File: config.mk
export PLATFORM = sky130hd
export DESIGN_NAME = rv_decode_stage
export DESIGN_NICKNAME = d
export VERILOG_FILES = /design/src/rtl/rv_decode_stage.sv
export SDC_FILE = /design/constraint.sdc
export NUM_CORES = 1
export LEC_CHECK = 0
export BUFFER_PORTS_ARGS = -buffer_cell sky130_fd_sc_hd__buf_2
export CORE_ASPECT_RATIO = 1.25
export CORE_MARGIN = 1
export CORE_UTILIZATION = 30
export DETAILED_ROUTE_END_ITERATION = 8
export SYNTH_ARGS = -nofsm -noshare
export SYNTH_HDL_FRONTEND = slang
export SYNTH_SLANG_ARGS = --single-unit
export TNS_END_PERCENT = 10
File: constraint.sdc
create_clock -name clk -period 2.8 [get_ports clk]
set_clock_uncertainty 0.2 [all_clocks]
set_input_delay 0.28 -clock clk [delete_from_list [all_inputs] [get_ports clk]]
set_output_delay 0.28 -clock clk [all_outputs]
set_load 0.01 [all_outputs]
File: src/rtl/rv_decode_stage.sv
// RV32I decode / operand-fetch stage: decodes one instruction per cycle, presents
// register-file read addresses, and aligns decoded fields with the registered operands.
module rv_decode_stage #(
   parameter int unsigned XLEN = 32
) (
   input  logic            clk,
   input  logic            reset,
   input  logic            in_valid,
   output logic            in_ready,
   input  logic [XLEN-1:0] in_instr,
   input  logic [XLEN-1:0] in_pc,
   output logic [4:0]      rs1,
   output logic [4:0]      rs2,
   input  logic [XLEN-1:0] rf_a,
   input  logic [XLEN-1:0] rf_b,
   input  logic            wb_en,
   input  logic [4:0]      wb_reg,
   input  logic [XLEN-1:0] wb_data,
   input  logic            flush,
   output logic            out_valid,
   input  logic            out_ready,
   output logic [XLEN-1:0] out_pc,
   output logic [4:0]      out_rd,
   output logic [XLEN-1:0] out_op_a,
   output logic [XLEN-1:0] out_op_b,
   output logic [XLEN-1:0] out_imm,
   output logic [3:0]      out_alu_op,
   output logic [2:0]      out_funct3,
   output logic            out_use_imm,
   output logic            out_use_pc,
   output logic            out_is_load,
   output logic            out_is_store,
   output logic            out_is_branch,
   output logic            out_is_jump,
   output logic            out_wb_en,
   output logic            out_illegal
);

   localparam logic [6:0] OPC_LUI    = 7'b0110111;
   localparam logic [6:0] OPC_AUIPC  = 7'b0010111;
   localparam logic [6:0] OPC_JAL    = 7'b1101111;
   localparam logic [6:0] OPC_JALR   = 7'b1100111;
   localparam logic [6:0] OPC_BRANCH = 7'b1100011;
   localparam logic [6:0] OPC_LOAD   = 7'b0000011;
   localparam logic [6:0] OPC_STORE  = 7'b0100011;
   localparam logic [6:0] OPC_OPIMM  = 7'b0010011;
   localparam logic [6:0] OPC_OP     = 7'b0110011;

   localparam logic [3:0] ALU_ADD   = 4'd0;
   localparam logic [3:0] ALU_SUB   = 4'd1;
   localparam logic [3:0] ALU_SLL   = 4'd2;
   localparam logic [3:0] ALU_SLT   = 4'd3;
   localparam logic [3:0] ALU_SLTU  = 4'd4;
   localparam logic [3:0] ALU_XOR   = 4'd5;
   localparam logic [3:0] ALU_SRL   = 4'd6;
   localparam logic [3:0] ALU_SRA   = 4'd7;
   localparam logic [3:0] ALU_OR    = 4'd8;
   localparam logic [3:0] ALU_AND   = 4'd9;
   localparam logic [3:0] ALU_PASSB = 4'd10;

   localparam logic [6:0] F7_BASE = 7'b0000000;
   localparam logic [6:0] F7_ALT  = 7'b0100000;

   function automatic logic [3:0] alu_of(input logic [2:0] f3, input logic alt);
      logic [3:0] r;
      case (f3)
         3'b000:  r = alt ? ALU_SUB : ALU_ADD;
         3'b001:  r = ALU_SLL;
         3'b010:  r = ALU_SLT;
         3'b011:  r = ALU_SLTU;
         3'b100:  r = ALU_XOR;
         3'b101:  r = alt ? ALU_SRA : ALU_SRL;
         3'b110:  r = ALU_OR;
         default: r = ALU_AND;
      endcase
      return r;
   endfunction

   logic [6:0] opc;
   logic [2:0] f3;
   logic [6:0] f7;
   logic [4:0] rd_f;

   assign opc  = in_instr[6:0];
   assign f3   = in_instr[14:12];
   assign f7   = in_instr[31:25];
   assign rd_f = in_instr[11:7];

   logic [XLEN-1:0] imm_i, imm_s, imm_b, imm_u, imm_j;

   assign imm_i = {{21{in_instr[31]}}, in_instr[30:20]};
   assign imm_s = {{21{in_instr[31]}}, in_instr[30:25], in_instr[11:7]};
   assign imm_b = {{20{in_instr[31]}}, in_instr[7], in_instr[30:25], in_instr[11:8], 1'b0};
   assign imm_u = {in_instr[31:12], 12'b0};
   assign imm_j = {{12{in_instr[31]}}, in_instr[19:12], in_instr[20], in_instr[30:21], 1'b0};

   logic            d_use_rs1, d_use_rs2, d_writes;
   logic            d_use_imm, d_use_pc, d_load, d_store, d_branch, d_jump, d_ill;
   logic [XLEN-1:0] d_imm;
   logic [3:0]      d_alu;

   // Instruction decode of the incoming word.
   always_comb begin
      d_use_rs1 = 1'b1;
      d_use_rs2 = 1'b0;
      d_writes  = 1'b0;
      d_use_imm = 1'b0;
      d_use_pc  = 1'b0;
      d_load    = 1'b0;
      d_store   = 1'b0;
      d_branch  = 1'b0;
      d_jump    = 1'b0;
      d_ill     = 1'b0;
      d_imm     = '0;
      d_alu     = ALU_ADD;
      case (opc)
         OPC_LUI: begin
            d_use_rs1 = 1'b0;
            d_imm     = imm_u;
            d_alu     = ALU_PASSB;
            d_use_imm = 1'b1;
            d_writes  = 1'b1;
         end
         OPC_AUIPC: begin
            d_use_rs1 = 1'b0;
            d_imm     = imm_u;
            d_use_imm = 1'b1;
            d_use_pc  = 1'b1;
            d_writes  = 1'b1;
         end
         OPC_JAL: begin
            d_use_rs1 = 1'b0;
            d_imm     = imm_j;
            d_use_imm = 1'b1;
            d_use_pc  = 1'b1;
            d_jump    = 1'b1;
            d_writes  = 1'b1;
         end
         OPC_JALR: begin
            d_imm     = imm_i;
            d_use_imm = 1'b1;
            d_jump    = 1'b1;
            d_writes  = 1'b1;
            d_ill     = (f3 != 3'b000);
         end
         OPC_BRANCH: begin
            d_use_rs2 = 1'b1;
            d_imm     = imm_b;
            d_branch  = 1'b1;
            case (f3[2:1])
               2'b00:   d_alu = ALU_SUB;
               2'b10:   d_alu = ALU_SLT;
               2'b11:   d_alu = ALU_SLTU;
               default: d_ill = 1'b1;
            endcase
         end
         OPC_LOAD: begin
            d_imm     = imm_i;
            d_use_imm = 1'b1;
            d_load    = 1'b1;
            d_writes  = 1'b1;
            d_ill     = (f3 == 3'b011) || (f3[2:1] == 2'b11);
         end
         OPC_STORE: begin
            d_use_rs2 = 1'b1;
            d_imm     = imm_s;
            d_use_imm = 1'b1;
            d_store   = 1'b1;
            d_ill     = (f3 > 3'b010);
         end
         OPC_OPIMM: begin
            d_imm     = imm_i;
            d_use_imm = 1'b1;
            d_writes  = 1'b1;
            d_alu     = alu_of(f3, (f3 == 3'b101) && f7[5]);
            if (f3 == 3'b001)
               d_ill = (f7 != F7_BASE);
            else if (f3 == 3'b101)
               d_ill = (f7 != F7_BASE) && (f7 != F7_ALT);
         end
         OPC_OP: begin
            d_use_rs2 = 1'b1;
            d_writes  = 1'b1;
            d_alu     = alu_of(f3, f7[5]);
            d_ill     = !((f7 == F7_BASE) ||
                          ((f7 == F7_ALT) && ((f3 == 3'b000) || (f3 == 3'b101))));
         end
         default: d_ill = 1'b1;
      endcase
   end

   logic [4:0] rs1_dec, rs2_dec;
   logic [4:0] rs1_q, rs2_q;
   logic       accept;

   assign rs1_dec  = d_use_rs1 ? in_instr[19:15] : 5'd0;
   assign rs2_dec  = d_use_rs2 ? in_instr[24:20] : 5'd0;
   assign in_ready = !flush && (!out_valid || out_ready);
   assign accept   = in_valid && in_ready;

   // Addresses idle at x0 during reset so operands read back as zero afterwards.
   assign rs1 = reset ? 5'd0 : (accept ? rs1_dec : rs1_q);
   assign rs2 = reset ? 5'd0 : (accept ? rs2_dec : rs2_q);

   logic            byp_a_v_q, byp_b_v_q;
   logic [XLEN-1:0] byp_a_d_q, byp_b_d_q;

   assign out_op_a = byp_a_v_q ? byp_a_d_q : rf_a;
   assign out_op_b = byp_b_v_q ? byp_b_d_q : rf_b;

   // Pipeline register and writeback bypass capture.
   always_ff @(posedge clk) begin
      if (reset) begin
         out_valid     <= 1'b0;
         out_pc        <= '0;
         out_rd        <= '0;
         out_imm       <= '0;
         out_alu_op    <= '0;
         out_funct3    <= '0;
         out_use_imm   <= 1'b0;
         out_use_pc    <= 1'b0;
         out_is_load   <= 1'b0;
         out_is_store  <= 1'b0;
         out_is_branch <= 1'b0;
         out_is_jump   <= 1'b0;
         out_wb_en     <= 1'b0;
         out_illegal   <= 1'b0;
         rs1_q         <= '0;
         rs2_q         <= '0;
         byp_a_v_q     <= 1'b0;
         byp_b_v_q     <= 1'b0;
         byp_a_d_q     <= '0;
         byp_b_d_q     <= '0;
      end else begin
         byp_a_v_q <= wb_en && (wb_reg != 5'd0) && (wb_reg == rs1);
         byp_b_v_q <= wb_en && (wb_reg != 5'd0) && (wb_reg == rs2);
         byp_a_d_q <= wb_data;
         byp_b_d_q <= wb_data;
         if (flush) begin
            out_valid <= 1'b0;
         end else if (accept) begin
            out_valid     <= 1'b1;
            out_pc        <= in_pc;
            out_rd        <= rd_f;
            out_imm       <= d_imm;
            out_alu_op    <= d_alu;
            out_funct3    <= f3;
            out_use_imm   <= d_use_imm;
            out_use_pc    <= d_use_pc;
            out_is_load   <= d_load && !d_ill;
            out_is_store  <= d_store && !d_ill;
            out_is_branch <= d_branch && !d_ill;
            out_is_jump   <= d_jump && !d_ill;
            out_wb_en     <= d_writes && (rd_f != 5'd0) && !d_ill;
            out_illegal   <= d_ill;
            rs1_q         <= rs1_dec;
            rs2_q         <= rs2_dec;
         end else if (out_ready) begin
            out_valid <= 1'b0;
         end
      end
   end

endmodule

* After elaboration in Yosys (flattened, before gate mapping) *
Index checks and enable logic that the tools add are counted.

storage, ports and cells
  register bits = 129
  word-level logic and storage cells = 114

operators by class
  order comparisons = 1
  equality and inequality tests = 21
  multiplexer cells = 31
  bitwise logic cells = 1
  reduce and logical (&&, ||, !) cells = 41

operators with widths
  kind                number
  $pmux 32 s5         1
  $mux 32             2
  $pmux 4 s7          2
  $mux 5              6
  $eq 7x6->1 const B  4
  $eq 7x7->1 const B  3
  $mux 1              17
  $pmux 4 s4          1
  $eq 7x5->1 const B  2
  $logic_and 1x1->1   14
  $reduce_or 7->1     2
  $reduce_or 3->1     4
  $eq 5x5->1          2
  $reduce_bool 5->1   2
  $eq 3x3->1 const B  3
  $pmux 3 s3          1
  $reduce_or 2->1     4
  $eq 7x2->1 const B  1
  $logic_not 7->1     1
  $ne 7x6->1 const B  1
  $pmux 1 s7          1
  $reduce_bool 7->1   1
  $eq 3x2->1 const B  2
  $eq 2x2->1 const B  2
  other kinds (10)    16

* Logic depth before layout (Yosys ltp) *
  depth after elaboration = 8
  mapped depth = 8

* Worst setup path after synthesis *
OpenSTA, ideal clock, no wires.

  path type = reg-to-reg
  from = reg out_valid
  to = reg byp_a_v_q
  setup time = 116 ps
  data arrival time = 1,691 ps
  required time = 2,484 ps
  setup slack = 793 ps
  cell stages (with the launch flop) = 8
  period minus slack after synthesis = 2,007 ps
  cell sequence = dfxtp_1 nand2b_2 and3_1 buf_4 a41oi_1 nor2_1 a311o_1 and4_1

between the ends
  word-level cells in the longest chain between the ends = 8

ends and longest elaborated chain
  element                 line  source
  start, declared         20    output logic out_valid,
  start signal, assigned  214   out_valid <= 1'b0;
  start signal, assigned  240   out_valid <= 1'b0;
  start signal, assigned  242   out_valid <= 1'b1;
  $logic_not 1->1         198   assign in_ready = !flush && (!out_valid || out_ready);
  $logic_or 1x1->1        198
  $logic_and 1x1->1       198
  $logic_and 1x1->1       199   assign accept = in_valid && in_ready;
  $mux 5                  --
  $mux 5                  202   assign rs1 = reset ? 5'd0 : (accept ? rs1_dec : rs1_q);
  named net rs1[3]        12    output logic [4:0] rs1,
  $eq 5x5->1              235   byp_a_v_q <= wb_en && (wb_reg != 5'd0) && (wb_reg == rs1);
  $logic_and 1x1->1       235
  end signal, assigned    235
  end, declared           205   logic byp_a_v_q, byp_b_v_q;

The timed path passes the listed nets, and every way through them passes these cells.
A chain may end at the register's enable or synchronous reset.

* Worst setup path after layout *
  from = in flush
  to = out rs1[2]

between the ends
  word-level cells in the longest chain between the ends = 5

ends and longest elaborated chain
  element            line  source
  start, declared    19    input logic flush,
  $logic_not 1->1    198
  $logic_and 1x1->1  198
  $logic_and 1x1->1  199
  $mux 5             --
  $mux 5             202
  end, declared      12

Every way passes these cells.

==> results.yml <==
run_status:
  status: "finished clean"
yosys:
  ys_ff_latch: 129
  dominantRegCellSynth: "dfxtp_1"
  syn-cell-area_um2: 5960
  ys_types: 61
  syn_nets: 879
  syn_inst: 708
  ys_seq_area_share_pct: 43.3
  yosysWarningCount: 0
  synth_area_per_cell_um2: 8.42
  async_reset_ff_share_pct: 0
  synth_edf_count: 0
clocking:
  clock-root-buffer: "clkbuf_16"
  post_cts_buffers: 0
  path_clk_slew_ns: 0.06
  cts_inserted_buffers: 17
  clk_latency_ns: 0.42
  cts.path.max_buffers: 2
  clock_sinks: 129
  htreeDepth: 4
  cts_tree: "done"
setup_path:
  cp_common_cell: "buf_2"
  r2r_slack_ns: 0.56
  crit_slowest_cell: "dlygate4sd3_1"
  end_kind: "output port"
  max_stage_delay_ns: 0.53
  path_max_fanout: 12
  path_class: "in2out"
  required_ns: 2.32
  cp-start-kind: "primary input"
  path_cells: "dlygate4sd3_1 -> buf_2 -> inv_2 -> and3_2 -> a41oi_1 -> nor2_1 -> buf_2"
  crit_arrival_ns: 2.17
power_and_ir_drop:
  clkPwrFrac_pct: 45.5
  p_total_w: 0.00492
  powerDensity_nw_per_um2: 530
  p_int_w: 0.00365
  p_leak_nw: 4.12
  swShare_pct: 25.8
  power.switching_w: 0.00127
  sequentialPowerShare_pct: 39.6
  ir_drop_uv: 379
  p_comb_share_pct: 15.0
finish:
  area_growth_pct: 55.7
  finish.utilization_pct: 47.7
  drive_gt1_share_pct: 41.0
  stdcell_count: 1380
  final_nets: 1269
  fillerInstances: 1919
floorplan:
  ios: 331
  rows: 57
  start_util_pct: 30.6
  chipWidth_um: 128
  die_area_um2: 20500
  coreArea_um2: 19500
  die_h_um: 160
timing:
  finalMaxSlewViolations: 0
  worst_pin_slew_ns: 0.527
  tns_ns: 0
  rsz0062_at_grt: "no"
  hold_ws_ns: 0.0189
  slew_headroom_pct: 64.9
  finalSetupViolCount: 0
  fmax_mhz: 377
  fin_crit_sh_pct: 94.6
  finalHoldViolations: 0
  fin_crit_ns: 2.65
grt:
  grt_pass1_vias: 6474
  grt_pass1_wl_um: 34000
  grt_max_degree: 73
  globalRouteOverflowTotal: 0
  grt_usage_pct: 21.7
  antenna_found_initial: 5
route:
  dr.pass1.iters: 5
  drc: 0
  ant_nets: 0
  drt_iter0_markers: 321
  finalWirelength_um: 22500
  route.vias.total: 6652
  wl_per_cell_um: 16.3
  drt-vias-per-instance: 4.82
placement:
  io_buffers: 330
  finalWeightedCongestion: 0.888
  dp_hpwl_um: 16300
  dp_cells: 1259
hold_path:
  holdCritPathClass: "in2reg"
run:
  maxCapViolations: 0
-- area by class of cell --
class | instances | area, µm² | area share (%)
clock buffer | 20 | 467 | 5.02
multi-input combinational | 510 | 3100 | 33.4
timing repair buffer | 429 | 2620 | 28.2
inverter | 11 | 41.3 | 0.445
antenna | 4 | 10.0 | 0.108
tap | 265 | 332 | 3.57
clock inverter | 12 | 131 | 1.41
sequential | 129 | 2580 | 27.8
-- synthesized netlist by cell type (all sizes together), types with 4 or more instances --
cell type  number  area (µm²)
nand2         133         499
dfxtp         129        2580
a21oi          71         359
mux2           65         732
nor2           48         183
clkbuf         39         146
nor2b          35         219
o21ai          32         160
buf            19        98.8
nand3          16        92.6
a211oi         11        87.6
inv            11        41.3
a31oi           9        62.6
nor3            9        45.0
and2            6        37.5
a221oi          5        43.8
a32oi           5        43.8
nand2b          4        27.5
nand4           4        37.5
o211ai          4        30.0
-- sequential cells by signal, summed over array words and instances, names as in the netlist --
| name | count |
|---|---|
| byp_a_v_q | 1 |
| byp_b_d_q | 32 |
| byp_b_v_q | 1 |
| out_alu_op | 4 |
| out_funct3 | 3 |
| out_illegal | 1 |
| out_imm | 32 |
| out_is_branch | 1 |
| out_is_jump | 1 |
| out_is_load | 1 |
| out_is_store | 1 |
| out_pc | 32 |
| out_rd | 5 |
| out_use_imm | 1 |
| out_use_pc | 1 |
| out_valid | 1 |
| out_wb_en | 1 |
| rs1_q | 5 |
| rs2_q | 5 |
-- layer usage --
metal  GRT usage, %  part of all wire (%)
met5              0                 0.049
met3           6.87                   7.4
met1           23.1                    39
met2           39.9                    51
met4           7.06                   1.8
-- cells in the final DEF (no fill, tap or decap), types with 4 or more instances in the layout --
| cell | n |
|---|---|
| nor2_1 | 47 |
| diode_2 | 4 |
| a21oi_1 | 70 |
| a32oi_1 | 5 |
| o21ai_1 | 12 |
| dfxtp_1 | 129 |
| nand2_1 | 133 |
| buf_2 | 329 |
| and2_1 | 6 |
| buf_4 | 14 |
| nor2b_1 | 35 |
| a31oi_1 | 8 |
| nor3_1 | 9 |
| clkinvlp_4 | 4 |
| mux2_2 | 65 |
| o211ai_1 | 4 |
| a211oi_1 | 10 |
| clkbuf_16 | 17 |
| inv_1 | 10 |
| nand3_1 | 14 |
| a221oi_1 | 5 |
| dlygate4sd3_1 | 85 |
| o21ai_0 | 20 |
-- logic make-up after synthesis --
| family | share of synthesized area (%) |
|---|---|
| and+or+nand+nor | 21.6 |
| AOI/OAI and AO/OA | 17.3 |
| DFF | 43.3 |
| buffers and inverters | 4.80 |
| muxes | 12.6 |
| xor gates and xnor gates | 0.294 |
-- stage by stage --
stage	setup WS, ns	instance area (µm²)
2_1_floorplan	0.793	5960
3_5_place_dp	0.349	7830
4_1_cts	0.156	9280
3_3_place_gp	0.428	7830
5_1_grt	0.0663	9280
6_report	0.150	9290
-- final timing paths --
kind / start / endpoint / cells after the start
worst max-delay path: flush / rs1[2] / 7
worst min-delay path: reset / byp_b_d_q[22] / 2
worst max register to register: out_valid / byp_a_v_q / 6
worst min register to register: out_imm[25] / out_imm[25] / 2
-- power groups by stage --
stage	logic, W	registers (W)	clock network, W
after global routing	0.000804	0.00195	0.00239
after detailed placement	0.000639	0.00198	0
after floorplan	0.000306	0.00200	0
after CTS	0.000737	0.00195	0.00229
after global placement	0.000634	0.00198	0
final	0.000736	0.00195	0.00224
-- worst max-delay path, delay by kind of cell --
family                 cells  cell delay, ns
AO/OA/AOI/OAI              1            0.27
buffers and inverters      4            0.96
AND/OR/NAND/NOR            2            0.65
-- what timing repair did --
item                                    CTS  global route
hold endpoints to repair                 90             0
hold buffers                             85             0
resized for setup                         0             0
endpoints found under the setup margin    0             0
Note: power is estimated with default switching activity, not from simulation.
